===== config.mk =====
export PLATFORM = sky130hd
export DESIGN_NAME = riscv_fetch_unit
export DESIGN_NICKNAME = d
export VERILOG_FILES = /design/src/rtl/riscv_fetch_unit.sv
export SDC_FILE = /design/constraint.sdc
export NUM_CORES = 1
export LEC_CHECK = 0
export ABC_AREA = 1
export CAP_MARGIN = 20
export CORE_ASPECT_RATIO = 1.1
export CORE_MARGIN = 5
export CORE_UTILIZATION = 35
export CTS_CLUSTER_SIZE = 14
export DETAILED_ROUTE_END_ITERATION = 6
export SYNTH_ARGS = -nofsm -noshare
export SYNTH_HDL_FRONTEND = slang
export SYNTH_SLANG_ARGS = --single-unit

===== constraint.sdc =====
create_clock -name clk -period 4.3 [get_ports clk]
set_input_delay 0.86 -clock clk [delete_from_list [all_inputs] [get_ports clk]]
set_output_delay 0.86 -clock clk [all_outputs]
set_load 0.005 [all_outputs]

===== src/rtl/riscv_fetch_unit.sv =====
// Instruction-fetch front end: pipelined req/gnt/rvalid fetch with outstanding
// tracking, an instruction/PC buffer toward decode, and redirect flushing.
module riscv_fetch_unit #(
    parameter logic [31:0] RESET_PC        = 32'h1000,
    parameter int unsigned FIFO_DEPTH      = 4,
    parameter int unsigned MAX_OUTSTANDING = 2
) (
    input  logic                          clk,
    input  logic                          reset_n,
    output logic                          instr_mem_req_o,
    output logic [31:0]                   instr_mem_addr_o,
    input  logic                          instr_mem_gnt_i,
    input  logic                          instr_mem_rvalid_i,
    input  logic [31:0]                   instr_mem_rd_data_i,
    input  logic                          redirect_i,
    input  logic [31:0]                   redirect_pc_i,
    output logic                          instr_valid_o,
    output logic [31:0]                   instr_o,
    output logic [31:0]                   instr_pc_o,
    input  logic                          instr_ready_i,
    output logic [$clog2(FIFO_DEPTH):0]   fifo_count_o
);

    localparam int unsigned PW = $clog2(FIFO_DEPTH);
    localparam int unsigned CW = PW + 1;
    localparam logic [CW:0] MAX_OUT_C = (CW+1)'(MAX_OUTSTANDING);
    localparam logic [CW:0] DEPTH_C   = (CW+1)'(FIFO_DEPTH);

    logic [31:0]   fetch_pc;
    logic [31:0]   resp_pc;
    logic [CW-1:0] outstanding;
    logic [CW-1:0] discard;
    logic [CW-1:0] count;
    logic [PW-1:0] wr_ptr;
    logic [PW-1:0] rd_ptr;
    logic [31:0]   data_mem [FIFO_DEPTH];
    logic [31:0]   pc_mem   [FIFO_DEPTH];

    logic          grant;
    logic          pop;
    logic          push;
    logic          drop;
    logic [CW-1:0] inflight;
    logic [CW-1:0] redirect_discard;
    logic [31:0]   redirect_target;

    always_comb begin
        inflight         = outstanding + discard;
        redirect_target  = {redirect_pc_i[31:2], 2'b00};
        // Count reservation: every in-flight request already owns a buffer slot
        instr_mem_req_o  = reset_n && !redirect_i
                           && ({1'b0, inflight} < MAX_OUT_C)
                           && (({1'b0, count} + {1'b0, outstanding}) < DEPTH_C);
        grant            = instr_mem_req_o && instr_mem_gnt_i;
        pop              = instr_valid_o && instr_ready_i;
        drop             = instr_mem_rvalid_i && (discard != '0);
        push             = instr_mem_rvalid_i && (discard == '0) && (outstanding != '0);
        redirect_discard = inflight - CW'(instr_mem_rvalid_i && (inflight != '0));
    end

    always_ff @(posedge clk or negedge reset_n) begin
        if (!reset_n) begin
            fetch_pc    <= RESET_PC;
            resp_pc     <= RESET_PC;
            outstanding <= '0;
            discard     <= '0;
            count       <= '0;
            wr_ptr      <= '0;
            rd_ptr      <= '0;
        end else if (redirect_i) begin
            fetch_pc    <= redirect_target;
            resp_pc     <= redirect_target;
            outstanding <= '0;
            discard     <= redirect_discard;
            count       <= '0;
            wr_ptr      <= rd_ptr;
        end else begin
            if (grant) fetch_pc <= fetch_pc + 32'd4;
            if (push) begin
                resp_pc <= resp_pc + 32'd4;
                wr_ptr  <= wr_ptr + PW'(1);
            end
            if (pop)  rd_ptr  <= rd_ptr + PW'(1);
            if (drop) discard <= discard - CW'(1);
            outstanding <= outstanding + CW'(grant) - CW'(push);
            count       <= count + CW'(push) - CW'(pop);
        end
    end

    always_ff @(posedge clk) begin
        if (push && !redirect_i) begin
            data_mem[wr_ptr] <= instr_mem_rd_data_i;
            pc_mem[wr_ptr]   <= resp_pc;
        end
    end

    // Storage is not reset; outputs are forced to zero whenever the buffer is empty
    assign instr_valid_o    = (count != '0);
    assign instr_o          = instr_valid_o ? data_mem[rd_ptr] : '0;
    assign instr_pc_o       = instr_valid_o ? pc_mem[rd_ptr] : '0;
    assign instr_mem_addr_o = fetch_pc;
    assign fifo_count_o     = count;

endmodule


; ---- After elaboration in Yosys (flattened, before gate mapping)
; Memory sizes are Yosys's and may differ from the RTL's.
; Index checks and enable logic that the tools add are counted.
[word_totals]
ff_bits = 77
n_memories = 2
ram_bits = 256
wordCells = 58
input_bits = 70
[op_classes]
n_mux = 14
bitwise_logic = 1
addsub = 12
reduce_logical = 20
n_lt_le_gt_ge = 2
[memory_table]
columns = memory, words, word_bits, rd, rd_clocked_by_memory_dff, wr, line_no
row1 = data_mem, 4, 32, 1, 0, 1, 36  ; logic [31:0] data_mem [FIFO_DEPTH];
row2 = pc_mem, 4, 32, 1, 0, 1, 37  ; logic [31:0] pc_mem [FIFO_DEPTH];
[ops]
columns = op, n
row1 = 32-bit 2-to-1 mux, 6
row2 = "32-bit by 3-bit adder with 32-bit output, second input constant", 2
row3 = 3-bit 2-to-1 mux, 4
row4 = 3-bit nonzero test, 4
row5 = 1-bit logical AND, 10
row6 = 3-bit by 1-bit subtractor with 3-bit output, 3
row7 = 3-bit by 1-bit adder with 3-bit output, 2
row8 = 2-bit nonzero test, 3
row9 = "2-bit by 1-bit adder with 2-bit output, second input constant", 2
row10 = 3-bit by 3-bit adder with 4-bit output, 1
row11 = "4-bit by 3-bit < comparator with 1-bit output, second input constant", 1
row12 = 2-bit 2-to-1 mux, 2
row13 = 3-bit adder, 1
row14 = 3-bit logical NOT, 1
row15 = "3-bit by 2-bit < comparator with 1-bit output, second input constant", 1
row16 = "3-bit by 1-bit subtractor with 3-bit output, second input constant", 1
row17 = 1-bit 2-to-1 mux, 2
row18 = 2-bit AND reduction, 1
row19 = 1-bit logical NOT, 1
row20 = 1-bit inverter, 1

; ---- Depth between registers and ports, before layout
[logic_depth]
ltp_word = 8
mapped_depth = 16
depth_no_buf = 15

; ---- Least setup slack after synthesis
; Ideal clock, no wire load.
[synth_timing]
path_kind = input-to-reg
start = input instr_mem_rvalid_i
end = memory data_mem[0][0], enable pin
cell_stages = 7
setup_ps = 482
path_buffers = 1
setup_slack_ps = -302
t_arrival_ps = 4120
required_time_ps = 3818
cell_sequence = inv_1 -> nor2_1 -> o21ai_2 -> nor2_2 -> inv_1 -> clkbuf_1 -> nor2_1
[synth_via]
elab_chain_len = 5
[synth_rtl]
columns = item, line_no
row1 = "start, declared", 13  ; input logic instr_mem_rvalid_i,
row2 = 1-bit logical AND (2 in series), 57  ; push = instr_mem_rvalid_i && (discard == '0) && (outstanding != '0);
row3 = 1-bit logical AND, 91  ; if (push && !redirect_i) begin
row4 = 1-bit 2-to-1 mux, 91
row5 = 1-bit 2-to-1 mux (implied by the code), 92  ; data_mem[wr_ptr] <= instr_mem_rd_data_i;
row6 = "end, declared", 36
; Every way passes these cells.

; ---- Worst setup path after layout
[layout_timing]
start = register rd_ptr[0]
end = output instr_pc_o[22]
[layout_via]
elab_chain_len = 2
[layout_rtl]
columns = item, line_no
row1 = "start, declared", 35  ; logic [PW-1:0] rd_ptr;
row2 = "start signal, assigned", 83  ; if (pop) rd_ptr <= rd_ptr + PW'(1);
row3 = memory 4 x 32 bit, --
row4 = 32-bit 2-to-1 mux, 100  ; assign instr_pc_o = instr_valid_o ? pc_mem[rd_ptr] : '0;
row5 = "end, declared", 19  ; output logic [31:0] instr_pc_o,
; Every way passes these cells.

==> results.txt <==
Routed WL: 38900 um
Crit path from: rd_ptr[0]
Avg Cell Area, Syn: 9.71 um2
Met2 GRT Util: 0.270
CTS sink cnt: 321
Post-layout min period: 3.58 ns
Req. time, crit path: 3.44 ns
Area Growth Syn to Fin: 23.0%
Crit. End Element: output pin
Slowest-stage cell, CP: clkdlybuf4s50_1
Number of port buffers: 164
Die Area: 46300 um2
Via density: 4.92
H-tree depth: 2
Peak Freq: 279 MHz
Sequential power share: 0.364
# fillers: 3966
First DRT Iteration DRCs: 761
Max-Cap Viols: 0
Largest net degree at the start of global routing: 125
Worst r2r src: outstanding[0]
Final Hold Vio Count: 0
Sw power: 3370 uW
TritonCTS clock tree: built
Slew of the pin with the lowest slew margin: 0.907 ns
Most area-consuming cells after synthesis: edfxtp_1 (51%), dfrtp_1 (12%), nor2_1 (8.9%)
Placed Area: 17000 um2
Int Pwr: 6830 uW
WHS: 0.442 ns
Most frequent cell after synthesis: nor2_1
CP delay by family, top: buffers and inverters
IO Count: 171
WP buf/inv: 3
Met1 Resource Use GR: 0.228
Relative slew slack: 0.395
Initial Utilization: 0.355
LEAKAGE: 0.00665 uW
Final setup fails: 0
Fin nets: 1764
Routed len/inst: 17.2 um
Routed vias: 11100
RSZ-0062 raised after global routing: false
# Post-CTS Setup Buffers: 0
Worst path max stage delay: 0.57 ns
Routability congestion estimate from global placement: 0.817
Clk_skew: 0.0120 ns
CTS buffer count: 35
Post-synth top area cell: edfxtp_1
Clock share of power: 0.288
HPWL Detailed: 25000 um
Most frequent cells after synthesis: nor2_1 (350), nand2_1 (303), edfxtp_1 (248)
EDFF count, synth: 248
Crit Path Max Fanout: 113
Core Region: 41500 um2
Ratio of cells with drive above 1 in the final layout: 0.0542
Critical path type: reg -> out
Comb pwr share: 0.348
Cell row count: 78
Synth unique cells: 38
Final max-slew violation count: 0
Post-CTS Hold Fix Bufs: 0
GRT met3 Usage: 0.0355
PostCTS Resize Cnt: 0
Root Buffer: clkbuf_16
DRC errors left: 0
Vias in the first global route: 11000
GRT Util Overall: 0.166
Clock latency on the worst-skew pair: 0.52 ns
Final setup margin: 0.722 ns
Die height: 225 um
Antenna violations before repair: 1
Final period utilization: 0.832
Worst Path Arrival: 2.72 ns
Critical Path, Cell by Cell: inv_2, buf_12, o21ai_0, a21oi_1, clkdlybuf4s50_1
Startpoint Class: register
Synth Warn #: 0
GRT busiest layer: met2
Syn Inst Count: 1517
Antenna Nets Post-Route: 0
Reg clk slew, reported paths: 0.07 ns
Die width: 206 um
Worst hold path type: in -> async
Primary FF master, synth: edfxtp_1
Levels on crit path: 5
Outcome: finished clean
Setup slack after placement: 0.739 ns
Switching Fraction: 0.331
Peak supply drop: 0.338 mV
First-pass GRT wire length: 61000 um
GRT overflow: 0
Share of synthesized registers carrying an async set or reset: 0.227
FF-to-FF path depth: 13
Sequential-to-total area share from yosys stat: 0.630
FF+latch count, synth: 321
Pwr per Cell Area: 563 nW/um2
Drt first pass iters: 5
Top-area cell type share of the netlist area: 0.506
Mapped Area: 14700 um2
Design Area, Final: 18100 um2
Maximum clock path buffer count: 3
## power groups by stage
stage | Combinational, uW | Sequential (uW) | Clock [uW]
final | 3550 | 3720 | 2940
after global routing | 3980 | 3740 | 3160
after CTS | 3630 | 3720 | 3020
after detailed placement | 3620 | 3780 | 0
after global placement | 3570 | 3770 | 0
after floorplan | 1870 | 3700 | 0
## path summary, 6_finish.rpt
kind	slack, ns	end
worst max register to register	1.29	outstanding[2]
worst max-delay path	0.72	instr_pc_o[22]
worst min register to register	0.55	pc_mem[2][30]
max in group asynchronous	2.85	rd_ptr[0]
min in group clk	0.55	pc_mem[2][30]
worst min-delay path	0.44	resp_pc[25]
## worst reg2reg max path: cells and delay by family, from the launching register on
family                   cells  cell delay (ns)
flip-flops                   1             0.43
buffers and inverters        3             0.15
adder cells (fa/ha/maj)      5             1.55
XOR/XNOR                     1             0.16
AND/OR/NAND/NOR              4             0.59
## cells by family (layout without fill, tap and decap cells)
family / Yosys count / after routing / synth area share
AOI/OAI and AO/OA: 241 / 241 / 0.0857
xor gates and xnor gates: 30 / 30 / 0.0178
adders and majority gates: 20 / 20 / 0.0185
buffers and inverters: 149 / 326 / 0.0421
DFF: 321 / 321 / 0.630
other: 1 / 5 / 0.000255
and+or+nand+nor: 755 / 755 / 0.206
## through the flow
stage | instances | util | power, uW | TNS (ns)
3_3_place_gp | 2197 | 0.410 | 7340 | 0
4_1_cts | 2257 | 0.437 | 10400 | 0
5_1_grt | 2257 | 0.437 | 10900 | 0
6_report | 2258 | 0.437 | 10200 | 0
2_1_floorplan | 1520 | - | 5570 | -75.02
3_5_place_dp | 2197 | 0.410 | 7390 | 0
## routing by layer
layer,vias up,part of all wire
li1,5400,-
met1,5331,0.45
met2,335,0.46
met3,51,0.065
met4,0,0.020
met5,-,0
## state kept, by name, summed over array words and instances (netlist names)
signal / count
outstanding: 3
instr_mem_addr_o: 30
resp_pc: 30
pc_mem: 120
discard: 3
wr_ptr: 2
fifo_count_o: 3
rd_ptr: 2
data_mem: 128
## cell usage in the layout, fill, tap and decap left out, types with 17 or more instances in the layout
master,instances
a21oi_1,67
buf_4,19
clkbuf_16,37
clkdlybuf4s50_1,163
dfrtp_1,69
edfxtp_1,248
ha_1,17
inv_1,74
nand2_1,303
nand3_1,74
nor2_1,346
o21ai_0,153
xor2_1,22
## layout make-up
class                      count  area (um2)  share of cell area
clock buffer                  46         960              0.0530
antenna                        1        2.50            0.000138
inverter                      81         304              0.0168
tap                          560         701              0.0387
timing repair buffer         185        1830               0.101
sequential                   321        9280               0.512
multi-input combinational   1050        4880               0.269
clock inverter                14         155             0.00857
Note: power is estimated with default switching activity, not from simulation.
